**src/rtl/oled_spi_rx.sv**
```systemverilog
// Receive-side monitor for the SSD1331 SPI link: synchronizes SCK/MOSI/DC/CS,
// frames bytes MSB-first and decodes command sequences, rectangles and pixel counts.
module oled_spi_rx #(
    parameter int SYNC_STAGES = 2
) (
    input  logic        clk_i,
    input  logic        rst_i,
    input  logic        sclk_i,
    input  logic        mosi_i,
    input  logic        cs_n_i,
    input  logic        dc_i,
    output logic        byte_valid_o,
    output logic [7:0]  byte_o,
    output logic        byte_dc_o,
    output logic        cmd_valid_o,
    output logic [7:0]  cmd_op_o,
    output logic        rect_valid_o,
    output logic [7:0]  rect_x0_o,
    output logic [7:0]  rect_y0_o,
    output logic [7:0]  rect_x1_o,
    output logic [7:0]  rect_y1_o,
    output logic [23:0] rect_line_o,
    output logic [23:0] rect_fill_o,
    output logic [15:0] pix_cnt_o,
    output logic        err_o
);

    typedef enum logic {IDLE, PARAM} state_t;

    logic [SYNC_STAGES-1:0] sclk_sync;
    logic [SYNC_STAGES-1:0] mosi_sync;
    logic [SYNC_STAGES-1:0] cs_sync;
    logic [SYNC_STAGES-1:0] dc_sync;
    logic                   sclk_prev;
    logic                   rise_q;
    logic                   mosi_q;
    logic                   dc_q;
    logic                   cs_q;

    logic [7:0]             shift_reg;
    logic [2:0]             bit_cnt;
    logic                   cs_err;

    state_t                 state;
    logic [7:0]             opcode;
    logic [3:0]             total;
    logic [3:0]             remaining;
    logic [3:0]             param_idx;
    logic [7:0]             params [10];
    logic                   parse_err;

    function automatic logic [3:0] param_count(input logic [7:0] op);
        case (op)
            8'h22:                      param_count = 4'd10;
            8'h21:                      param_count = 4'd7;
            8'h25:                      param_count = 4'd4;
            8'h15, 8'h75:               param_count = 4'd2;
            8'h26, 8'h81, 8'h82, 8'h83,
            8'h87, 8'h8A, 8'h8B, 8'h8C,
            8'hA0, 8'hA1, 8'hA2, 8'hA8,
            8'hAD, 8'hB0, 8'hB1, 8'hB3,
            8'hBB, 8'hBE:               param_count = 4'd1;
            default:                    param_count = 4'd0;
        endcase
    endfunction

    assign param_idx = total - remaining;
    assign err_o     = cs_err | parse_err;

    // Synchronizers, then one extra stage so MOSI/DC/CS line up with the detected SCLK rise.
    always_ff @(posedge clk_i) begin
        if (rst_i) begin
            sclk_sync <= '0;
            mosi_sync <= '0;
            cs_sync   <= '0;
            dc_sync   <= '0;
            sclk_prev <= 1'b0;
            rise_q    <= 1'b0;
            mosi_q    <= 1'b0;
            dc_q      <= 1'b0;
            cs_q      <= 1'b0;
        end else begin
            sclk_sync <= {sclk_sync[SYNC_STAGES-2:0], sclk_i};
            mosi_sync <= {mosi_sync[SYNC_STAGES-2:0], mosi_i};
            cs_sync   <= {cs_sync[SYNC_STAGES-2:0], cs_n_i};
            dc_sync   <= {dc_sync[SYNC_STAGES-2:0], dc_i};
            sclk_prev <= sclk_sync[SYNC_STAGES-1];
            rise_q    <= sclk_sync[SYNC_STAGES-1] & ~sclk_prev;
            mosi_q    <= mosi_sync[SYNC_STAGES-1];
            dc_q      <= dc_sync[SYNC_STAGES-1];
            cs_q      <= cs_sync[SYNC_STAGES-1];
        end
    end

    // Byte framer: deselect drops any partial byte and flags it if bits were pending.
    always_ff @(posedge clk_i) begin
        if (rst_i) begin
            shift_reg    <= '0;
            bit_cnt      <= '0;
            byte_o       <= '0;
            byte_dc_o    <= 1'b0;
            byte_valid_o <= 1'b0;
            cs_err       <= 1'b0;
        end else begin
            byte_valid_o <= 1'b0;
            cs_err       <= 1'b0;
            if (cs_q) begin
                shift_reg <= '0;
                bit_cnt   <= '0;
                if (bit_cnt != 3'd0) begin
                    cs_err <= 1'b1;
                end
            end else if (rise_q) begin
                shift_reg <= {shift_reg[6:0], mosi_q};
                bit_cnt   <= bit_cnt + 3'd1;
                if (bit_cnt == 3'd7) begin
                    byte_o       <= {shift_reg[6:0], mosi_q};
                    byte_dc_o    <= dc_q;
                    byte_valid_o <= 1'b1;
                end
            end
        end
    end

    // Command parser: opcode, then table-driven parameter count; the last
    // rectangle parameter is taken straight from the byte being completed.
    always_ff @(posedge clk_i) begin
        if (rst_i) begin
            state        <= IDLE;
            opcode       <= '0;
            total        <= '0;
            remaining    <= '0;
            for (int i = 0; i < 10; i++) begin
                params[i] <= '0;
            end
            parse_err    <= 1'b0;
            cmd_valid_o  <= 1'b0;
            cmd_op_o     <= '0;
            rect_valid_o <= 1'b0;
            rect_x0_o    <= '0;
            rect_y0_o    <= '0;
            rect_x1_o    <= '0;
            rect_y1_o    <= '0;
            rect_line_o  <= '0;
            rect_fill_o  <= '0;
            pix_cnt_o    <= '0;
        end else begin
            cmd_valid_o  <= 1'b0;
            rect_valid_o <= 1'b0;
            parse_err    <= 1'b0;
            if (byte_valid_o) begin
                case (state)
                    IDLE: begin
                        if (byte_dc_o) begin
                            pix_cnt_o <= pix_cnt_o + 16'd1;
                        end else begin
                            opcode    <= byte_o;
                            total     <= param_count(byte_o);
                            remaining <= param_count(byte_o);
                            if (param_count(byte_o) == 4'd0) begin
                                cmd_valid_o <= 1'b1;
                                cmd_op_o    <= byte_o;
                            end else begin
                                state <= PARAM;
                            end
                        end
                    end
                    PARAM: begin
                        if (byte_dc_o) begin
                            parse_err <= 1'b1;
                            pix_cnt_o <= pix_cnt_o + 16'd1;
                            state     <= IDLE;
                        end else begin
                            params[param_idx] <= byte_o;
                            remaining         <= remaining - 4'd1;
                            if (remaining == 4'd1) begin
                                cmd_valid_o <= 1'b1;
                                cmd_op_o    <= opcode;
                                state       <= IDLE;
                                if (opcode == 8'h22) begin
                                    rect_valid_o <= 1'b1;
                                    rect_x0_o    <= params[0];
                                    rect_y0_o    <= params[1];
                                    rect_x1_o    <= params[2];
                                    rect_y1_o    <= params[3];
                                    rect_line_o  <= {params[4], params[5], params[6]};
                                    rect_fill_o  <= {params[7], params[8], byte_o};
                                end
                            end
                        end
                    end
                    default: state <= IDLE;
                endcase
            end
        end
    end

endmodule

```
**config.mk**
```make
export PLATFORM = sky130hd
export DESIGN_NAME = oled_spi_rx
export DESIGN_NICKNAME = d
export VERILOG_FILES = /design/src/rtl/oled_spi_rx.sv
export SDC_FILE = /design/constraint.sdc
export NUM_CORES = 1
export LEC_CHECK = 0
export ABC_AREA = 1
export BUFFER_PORTS_ARGS = -buffer_cell sky130_fd_sc_hd__buf_2
export CORE_MARGIN = 4
export CORE_UTILIZATION = 60
export DETAILED_ROUTE_END_ITERATION = 8
export PLACE_DENSITY = 0.9
export SLEW_MARGIN = 20
export SYNTH_ARGS = -nofsm -noshare
export SYNTH_HDL_FRONTEND = slang
export SYNTH_SLANG_ARGS = --single-unit
```
**constraint.sdc**
```tcl
create_clock -name clk_i -period 4.6 [get_ports clk_i]
set_clock_uncertainty 0.05 [all_clocks]
set_input_delay 0.69 -clock clk_i [delete_from_list [all_inputs] [get_ports clk_i]]
set_output_delay 0.69 -clock clk_i [all_outputs]
set_load 0.05 [all_outputs]
```
==> metrics, run 1 <==
maximum VDD drop 0.000310 V; Largest delay share family, worst path simple AND/OR/NAND/NOR gates; chain of cells forming the critical path inv_1, nor2_2, inv_2, nor2_8, inv_2, nor3_2, nand3_1, nand2_1; post-route minimum period 2850 ps; number of synthesized flops with an enable pin 72; endpoint class of the critical path flop; leakage power summed over all cells 4.49 nW; Max-Slew Margin vs Limit 50.6%; violation count after the first detailed-routing iteration 686; worst-case clock buffer depth 3; Syn. warnings 0; Total Routing Usage GR 25.4%; largest registers in the final layout params (72), rect_fill_o (24), rect_line_o (24); die area 16600 um2; library cell used as clock root buffer sky130_fd_sc_hd__clkbuf_16; main flop type after synthesis sky130_fd_sc_hd__dfxtp_1; cell area power density 400 nW/um2; area growth from synthesis to layout 17.0%; Clock Pin Slew Worst Setup and Hold Paths 60 ps; via count of the routed design 7216; data required time at the worst endpoint 4720 ps; Die Span X 129 um; most prevalent standard cell on the critical path sky130_fd_sc_hd__inv_2; Async S/R FF share, synth 0%; number of hold-repair buffers added at the cts stage 0; Inserted Diodes 0; dominant cells by area after synthesis sky130_fd_sc_hd__dfxtp_1 36%, sky130_fd_sc_hd__edfxtp_1 25%, sky130_fd_sc_hd__nor2_1 12%, sky130_fd_sc_hd__o21ai_0 6.6%, sky130_fd_sc_hd__nand2_1 5.0%; floorplan core area 14100 um2; area share of the largest cell type after synthesis 36.0%; delay of the slowest cell on the worst path 700 ps; transition time at the pin with the least slew margin 741 ps; critical path start-end classification reg2reg; largest net degree at the start of global routing 89; post-route fraction of the period consumed by the critical path 61.9%; synthesized netlist net count 1015; gate count after technology mapping 999; initial antenna violation count 0; mean post-synth cell area 8.78 um2; most area-hungry cell type in the Yosys netlist sky130_fd_sc_hd__dfxtp_1; port buffer count 122; number of hold violations in the final report 0; height of the chip 129 um; FILL cells 962; number of flip-flops under the largest register name 72; post-synthesis sequential area ratio 60.7%; setup TNS after final layout 0 ps; final number of max-transition violations 0; core occupancy in the finished layout 72.9%; final WL 21100 um; DR vias/cell 5.53; wire length per cell 16.2 um; outcome finished clean; MaxCap Viol Count 0; # clock sinks 230; Initial DRT Pass Iterations 6; final routed DRC violation total 0; setup repair after global routing missed its margin false; commonest non-fill, non-tap cells in the layout 283 x sky130_fd_sc_hd__nor2_1, 158 x sky130_fd_sc_hd__dfxtp_1, 122 x sky130_fd_sc_hd__buf_2; number of storage elements in the synthesis netlist 230; count of buffering cells on the critical path with inverters included 3; clock tree from TritonCTS yes; Worst path slowest cell sky130_fd_sc_hd__dfxtp_1; number of global-route vias before repair 6987; leading cell type in the layout, fill and taps excluded sky130_fd_sc_hd__nor2_1; top-level I/O count 123; Remaining Overflow, GRT 0; number of placement rows 43; crit path launch type flop; flop2flop setup slack 1750 ps; clock latency on the worst-skew pair 510 ps; Data arrival, critical path 2970 ps; routability congestion estimate from global placement 0.924; proportion of layout cells with a drive suffix above 1 17.0%; Antenna Nets Post-Route 0; cts bufs inserted 23; half-perimeter wire length after placement 13700 um; number of H-tree levels 1; post-layout net count 1124; final setup fails 0; upper clock frequency limit 351 MHz; Setup Fix Bufs, Post-CTS 0; starting density of the core 62.3%; # resized after CTS 0; wire length of the first global-routing pass 34200 um; CP max FO 20; Synth Cell Area 8780 um2; most flop-heavy register params; class of the tightest hold or removal check in2reg; count of unique library cells instantiated by Yosys 38
-- metal layers --
layer	share of wire (%)	GRT usage (%)	wire, um
met1	39	30.9	8300
met2	49	43.9	10300
met3	8.0	5.23	1680
met4	3.8	11.1	792
met5	0	0	0
-- worst reg2reg max path, cell delays in order (launching register included) --
cell                      delay, ps
sky130_fd_sc_hd__dfxtp_1        700
sky130_fd_sc_hd__inv_1          210
sky130_fd_sc_hd__nor2_2         220
sky130_fd_sc_hd__inv_2          100
sky130_fd_sc_hd__nor2_8         160
sky130_fd_sc_hd__inv_2           80
sky130_fd_sc_hd__nor3_2         300
sky130_fd_sc_hd__nand3_1        330
sky130_fd_sc_hd__nand2_1        370
-- where the power goes --
group,internal (mW),switching (mW)
sequential,2.12,0.0134
combinational,0.0105,0.0409
clock,1.18,0.745
-- final timing paths --
path	start	to	cells past startpoint
setup / recovery	state	params[8][5]	8
hold / removal	sclk_i	sclk_sync[0]	3
setup reg to reg	state	params[8][5]	8
hold reg to reg	sclk_prev	rise_q	1
-- Yosys cell counts (3+ instances only) --
cell,number
sky130_fd_sc_hd__nand3_1,15
sky130_fd_sc_hd__inv_2,6
sky130_fd_sc_hd__clkbuf_1,37
sky130_fd_sc_hd__nand2_2,4
sky130_fd_sc_hd__a21oi_1,52
sky130_fd_sc_hd__a211oi_1,3
sky130_fd_sc_hd__nor4_1,3
sky130_fd_sc_hd__xnor2_1,4
sky130_fd_sc_hd__nand3b_1,3
sky130_fd_sc_hd__nor2_1,284
sky130_fd_sc_hd__nand2_1,117
sky130_fd_sc_hd__inv_1,69
sky130_fd_sc_hd__nor3_1,11
sky130_fd_sc_hd__ha_1,9
sky130_fd_sc_hd__edfxtp_1,72
sky130_fd_sc_hd__dfxtp_1,158
sky130_fd_sc_hd__nand4_1,3
sky130_fd_sc_hd__nand3_2,5
sky130_fd_sc_hd__nor2_4,3
sky130_fd_sc_hd__o21ai_0,116
sky130_fd_sc_hd__buf_2,6
-- through the flow --
step / instance area (um2) / instances / hold WS [ps] / power [mW] / setup WS [ps]
final: 10300 / 1305 / 338 / 4.11 / 1750
after global placement: 9480 / 1263 / 339 / 2.22 / 1970
after floorplan: 8780 / 999 / 323 / 2.21 / 2070
after detailed placement: 9480 / 1263 / 342 / 2.23 / 1900
after CTS: 10300 / 1305 / 327 / 4.13 / 1820
after global routing: 10300 / 1305 / 345 / 4.23 / 1530
-- cell type report --
type	instances	area (um2)	share of cell area, %
Inverter	75	282	2.74
Sequential cell	230	5330	51.8
Clock inverter	8	119	1.16
Tap cell	180	225	2.19
Clock buffer	34	669	6.52
Multi-Input combinational cell	651	3000	29.2
Timing Repair Buffer	127	648	6.31
-- cell families (layout without fill, tap and decap cells) --
group	count (synthesis)	count (layout)	share of synthesized area, %
simple gates	456	456	21.5
flops	230	230	60.7
compound gates	179	179	10.6
buf+inv	118	244	5.13
fa+ha+maj	10	10	1.51
xor+xnor	6	6	0.599
(Power assumes the default switching activity.)
==> inputs of run 2 (changes only) <==
--- a/config.mk
+++ b/config.mk
@@ -5,12 +5,12 @@
 export SDC_FILE = /design/constraint.sdc
 export NUM_CORES = 1
 export LEC_CHECK = 0
-export ABC_AREA = 1
+export ABC_AREA = 0
 export BUFFER_PORTS_ARGS = -buffer_cell sky130_fd_sc_hd__buf_2
 export CORE_MARGIN = 4
-export CORE_UTILIZATION = 60
+export CORE_UTILIZATION = 51
 export DETAILED_ROUTE_END_ITERATION = 8
-export PLACE_DENSITY = 0.9
+export PLACE_DENSITY = 0.82
 export SLEW_MARGIN = 20
 export SYNTH_ARGS = -nofsm -noshare
 export SYNTH_HDL_FRONTEND = slang
==> constraint.sdc (replaced) <==
create_clock -name clk_i -period 2.5 [get_ports clk_i]
set_clock_uncertainty 0.05 [all_clocks]
set_input_delay 0.375 -clock clk_i [delete_from_list [all_inputs] [get_ports clk_i]]
set_output_delay 0.375 -clock clk_i [all_outputs]
set_load 0.05 [all_outputs]
==> metrics, run 2 <==
dominant cells by area after synthesis sky130_fd_sc_hd__dfxtp_1 36%, sky130_fd_sc_hd__edfxtp_1 24%, sky130_fd_sc_hd__nand2_1 8.7%, sky130_fd_sc_hd__a21oi_1 5.7%, sky130_fd_sc_hd__nor2_1 5.4% (was sky130_fd_sc_hd__dfxtp_1 36%, sky130_fd_sc_hd__edfxtp_1 25%, sky130_fd_sc_hd__nor2_1 12%, sky130_fd_sc_hd__o21ai_0 6.6%, sky130_fd_sc_hd__nand2_1 5.0%); Clock Pin Slew Worst Setup and Hold Paths 60 ps (about the same); final hold slack 42.2 ps (was 338 ps); final routed DRC violation total 0 (unchanged); half-perimeter wire length after placement 13000 um (was 13700 um); leakage power summed over all cells 4.12 nW (was 4.49 nW); die area 19600 um2 (was 16600 um2); Worst Hold Launch sclk_i (unchanged); number of flip-flops under the largest register name 72 (unchanged); post-route minimum period 2470 ps (was 2850 ps); top-level I/O count 123 (unchanged); core occupancy in the finished layout 62.3% (was 72.9%); part of the total power dissipated in combinational logic 1.2% (was 1.3%); routability congestion estimate from global placement 0.815 (was 0.924); via count of the routed design 6817 (was 7216); DR vias/cell 5.26 (was 5.53); post-layout net count 1071 (was 1124); post-route fraction of the period consumed by the critical path 98.8% (was 61.9%); Synth Cell Area 8900 um2 (was 8780 um2); most flop-heavy register params (unchanged); most area-hungry cell type in the Yosys netlist sky130_fd_sc_hd__dfxtp_1 (unchanged); critical path start-end classification reg2reg (unchanged); class of the tightest hold or removal check in2reg (unchanged); Inserted Diodes 0 (unchanged); CP max FO 8 (was 20); portion of total power attributed to sequential cells 52.5% (was 51.9%); clock network fraction of design power 46.2% (was 46.8%); Remaining Overflow, GRT 0 (unchanged); number of global-route vias before repair 6409 (was 6987); final WL 19700 um (was 21100 um); proportion of layout cells with a drive suffix above 1 21.3% (was 17.0%); area growth from synthesis to layout 20.1% (was 17.0%); Max-Slew Margin vs Limit 35.6% (was 50.6%); height of the chip 140 um (was 129 um); total internal power 6.00 mW (was 3.31 mW); port buffer count 122 (unchanged); area of placed instances 9870 um2 (was 9480 um2); clock tree from TritonCTS yes (unchanged); largest net degree at the start of global routing 101 (was 89); outcome finished clean (unchanged); Net Sw Frac 19.5% (about the same); main flop type after synthesis sky130_fd_sc_hd__dfxtp_1 (unchanged); number of placement rows 48 (was 43); number of H-tree levels 1 (unchanged); wire length per cell 15.2 um (was 16.2 um); leading cell type in the layout, fill and taps excluded sky130_fd_sc_hd__nand2_1 (was sky130_fd_sc_hd__nor2_1); largest registers in the final layout params (72), rect_fill_o (24), rect_line_o (24) (unchanged); Switching Power 1.45 mW (was 0.799 mW); post-synthesis sequential area ratio 59.8% (was 60.7%); violation count after the first detailed-routing iteration 471 (was 686); number of hold violations in the final report 0 (unchanged); gate count after technology mapping 935 (was 999); number of storage elements in the synthesis netlist 230 (unchanged); # clock sinks 230 (unchanged); mean post-synth cell area 9.52 um2 (was 8.78 um2); Async S/R FF share, synth 0% (unchanged); count of unique library cells instantiated by Yosys 47 (was 38); maximum VDD drop 0.000484 V (was 0.000310 V); Critical Path Start remaining[1] (was state); Syn. warnings 0 (unchanged); Antenna Nets Post-Route 0 (unchanged); number of synthesized flops with an enable pin 72 (unchanged); Die Span X 140 um (was 129 um); worst-case clock buffer depth 3 (unchanged); crit path launch type flop (unchanged); Initial DRT Pass Iterations 6 (unchanged); Total Routing Usage GR 19.5% (was 25.4%); endpoint class of the critical path flop (unchanged); top cells by instance count after synthesis 206 x sky130_fd_sc_hd__nand2_1, 158 x sky130_fd_sc_hd__dfxtp_1, 128 x sky130_fd_sc_hd__nor2_1 (was 284 x sky130_fd_sc_hd__nor2_1, 158 x sky130_fd_sc_hd__dfxtp_1, 117 x sky130_fd_sc_hd__nand2_1); starting density of the core 51.8% (was 62.3%); synthesized netlist net count 951 (was 1015); area share of the largest cell type after synthesis 35.5% (was 36.0%); clock latency on the worst-skew pair 500 ps (was 510 ps); transition time at the pin with the least slew margin 966 ps (was 741 ps); cell area power density 696 nW/um2 (was 400 nW/um2); startpoint of the worst register-to-register path remaining[1] (was state); initial antenna violation count 0 (unchanged); cts bufs inserted 23 (unchanged); Data arrival, critical path 2610 ps (was 2970 ps); final setup fails 0 (unchanged); commonest non-fill, non-tap cells in the layout 206 x sky130_fd_sc_hd__nand2_1, 156 x sky130_fd_sc_hd__dfxtp_1, 127 x sky130_fd_sc_hd__nor2_1 (was 283 x sky130_fd_sc_hd__nor2_1, 158 x sky130_fd_sc_hd__dfxtp_1, 122 x sky130_fd_sc_hd__buf_2); final number of max-transition violations 0 (unchanged); post-route cell area 10700 um2 (was 10300 um2); MaxCap Viol Count 0 (unchanged); library cell used as clock root buffer sky130_fd_sc_hd__clkbuf_16 (unchanged); upper clock frequency limit 405 MHz (was 351 MHz); most frequent cell after synthesis sky130_fd_sc_hd__nand2_1 (was sky130_fd_sc_hd__nor2_1); wire length of the first global-routing pass 32100 um (was 34200 um); floorplan core area 17200 um2 (was 14100 um2); data required time at the worst endpoint 2640 ps (was 4720 ps)
## run 2: changes by cell type after synthesis, moves of 6 or more
cell,change
sky130_fd_sc_hd__clkbuf_1,+16
sky130_fd_sc_hd__nand2_1,+89
sky130_fd_sc_hd__inv_2,-6
sky130_fd_sc_hd__or3_1,+7
sky130_fd_sc_hd__inv_1,-53
sky130_fd_sc_hd__nor2b_1,+24
sky130_fd_sc_hd__mux2i_1,+27
sky130_fd_sc_hd__nand2b_1,+17
sky130_fd_sc_hd__xor2_1,+11
sky130_fd_sc_hd__a21oi_1,+50
sky130_fd_sc_hd__nor3_1,-7
sky130_fd_sc_hd__mux2_2,+9
sky130_fd_sc_hd__o21ai_0,-104
sky130_fd_sc_hd__nor2_1,-156
## run 2: final timing paths
check | end | slack, ps | depth (start not counted)
max | params[2][3] | 30 | 9
min | sclk_sync[0] | 40 | 2
max reg2reg | params[2][3] | 30 | 9
min reg2reg | rise_q | 330 | 1
## run 2: final cells by class
type	count	area, um2
clock inverters	14	143
well taps	225	282
multi-input cells	626	3340
inverters	16	60.1
fillers	1389	6480
clock buffers	27	622
flip-flops and latches	230	5330
repair buffers	158	925
## run 2: per-layer routing
layer  share of wire (%)  track usage [%]  up-vias
li1                    -                -     3352
met1                  42             25.8     3203
met2                  50             34.2      240
met3                 7.1             2.87       22
met4                 1.3             4.33        0
met5                   0                0        -
## run 2: critical path, stage by stage, from the launching register on
cell and delay (ps):
sky130_fd_sc_hd__dfxtp_2 350, sky130_fd_sc_hd__inv_1 60, sky130_fd_sc_hd__ha_1 260, sky130_fd_sc_hd__nor2b_1 200, sky130_fd_sc_hd__o21ai_2 100, sky130_fd_sc_hd__a21oi_2 190, sky130_fd_sc_hd__o211ai_1 180, sky130_fd_sc_hd__buf_4 190
sky130_fd_sc_hd__or3_1 380, sky130_fd_sc_hd__nand2b_2 190
## run 2: per-stage QoR
step           setup TNS [ps]  power [mW]  worst slack (ps)  std cells
6_report                    0        7.45              31.1       1296
5_1_grt                 -2240        7.69             -84.7       1296
4_1_cts                     0        7.50              25.5       1295
3_5_place_dp             -859        4.08             -80.8       1254
3_3_place_gp                0        4.08              37.7       1254
2_1_floorplan               0        4.06              26.2        935
## run 2: timing repair
action	4_1_cts	5_1_grt
hold buffers	0	0
pin swaps	2	5
setup endpoints to repair	35	72
resized for setup	5	11
buffers inserted	0	1
## run 2: cells by family (layout without fill, tap and decap cells)
logic type,Yosys count,count (layout),synth area share (%)
adder cells (fa/ha/maj),10,10,1.49
AO/OA/AOI/OAI,129,129,7.98
multiplexers,36,36,4.17
XOR/XNOR,18,18,1.77
flip-flops,230,230,59.8
buffers and inverters,79,215,3.50
AND/OR/NAND/NOR,433,433,21.3
## run 2: power by group through the flow
stage	Combinational, mW	Sequential (mW)	Clock, mW
2_1_floorplan	0.0712	3.99	0
3_3_place_gp	0.0895	3.99	0
3_5_place_dp	0.0899	3.99	0
4_1_cts	0.0906	3.91	3.50
5_1_grt	0.100	3.91	3.68
6_report	0.0904	3.91	3.44
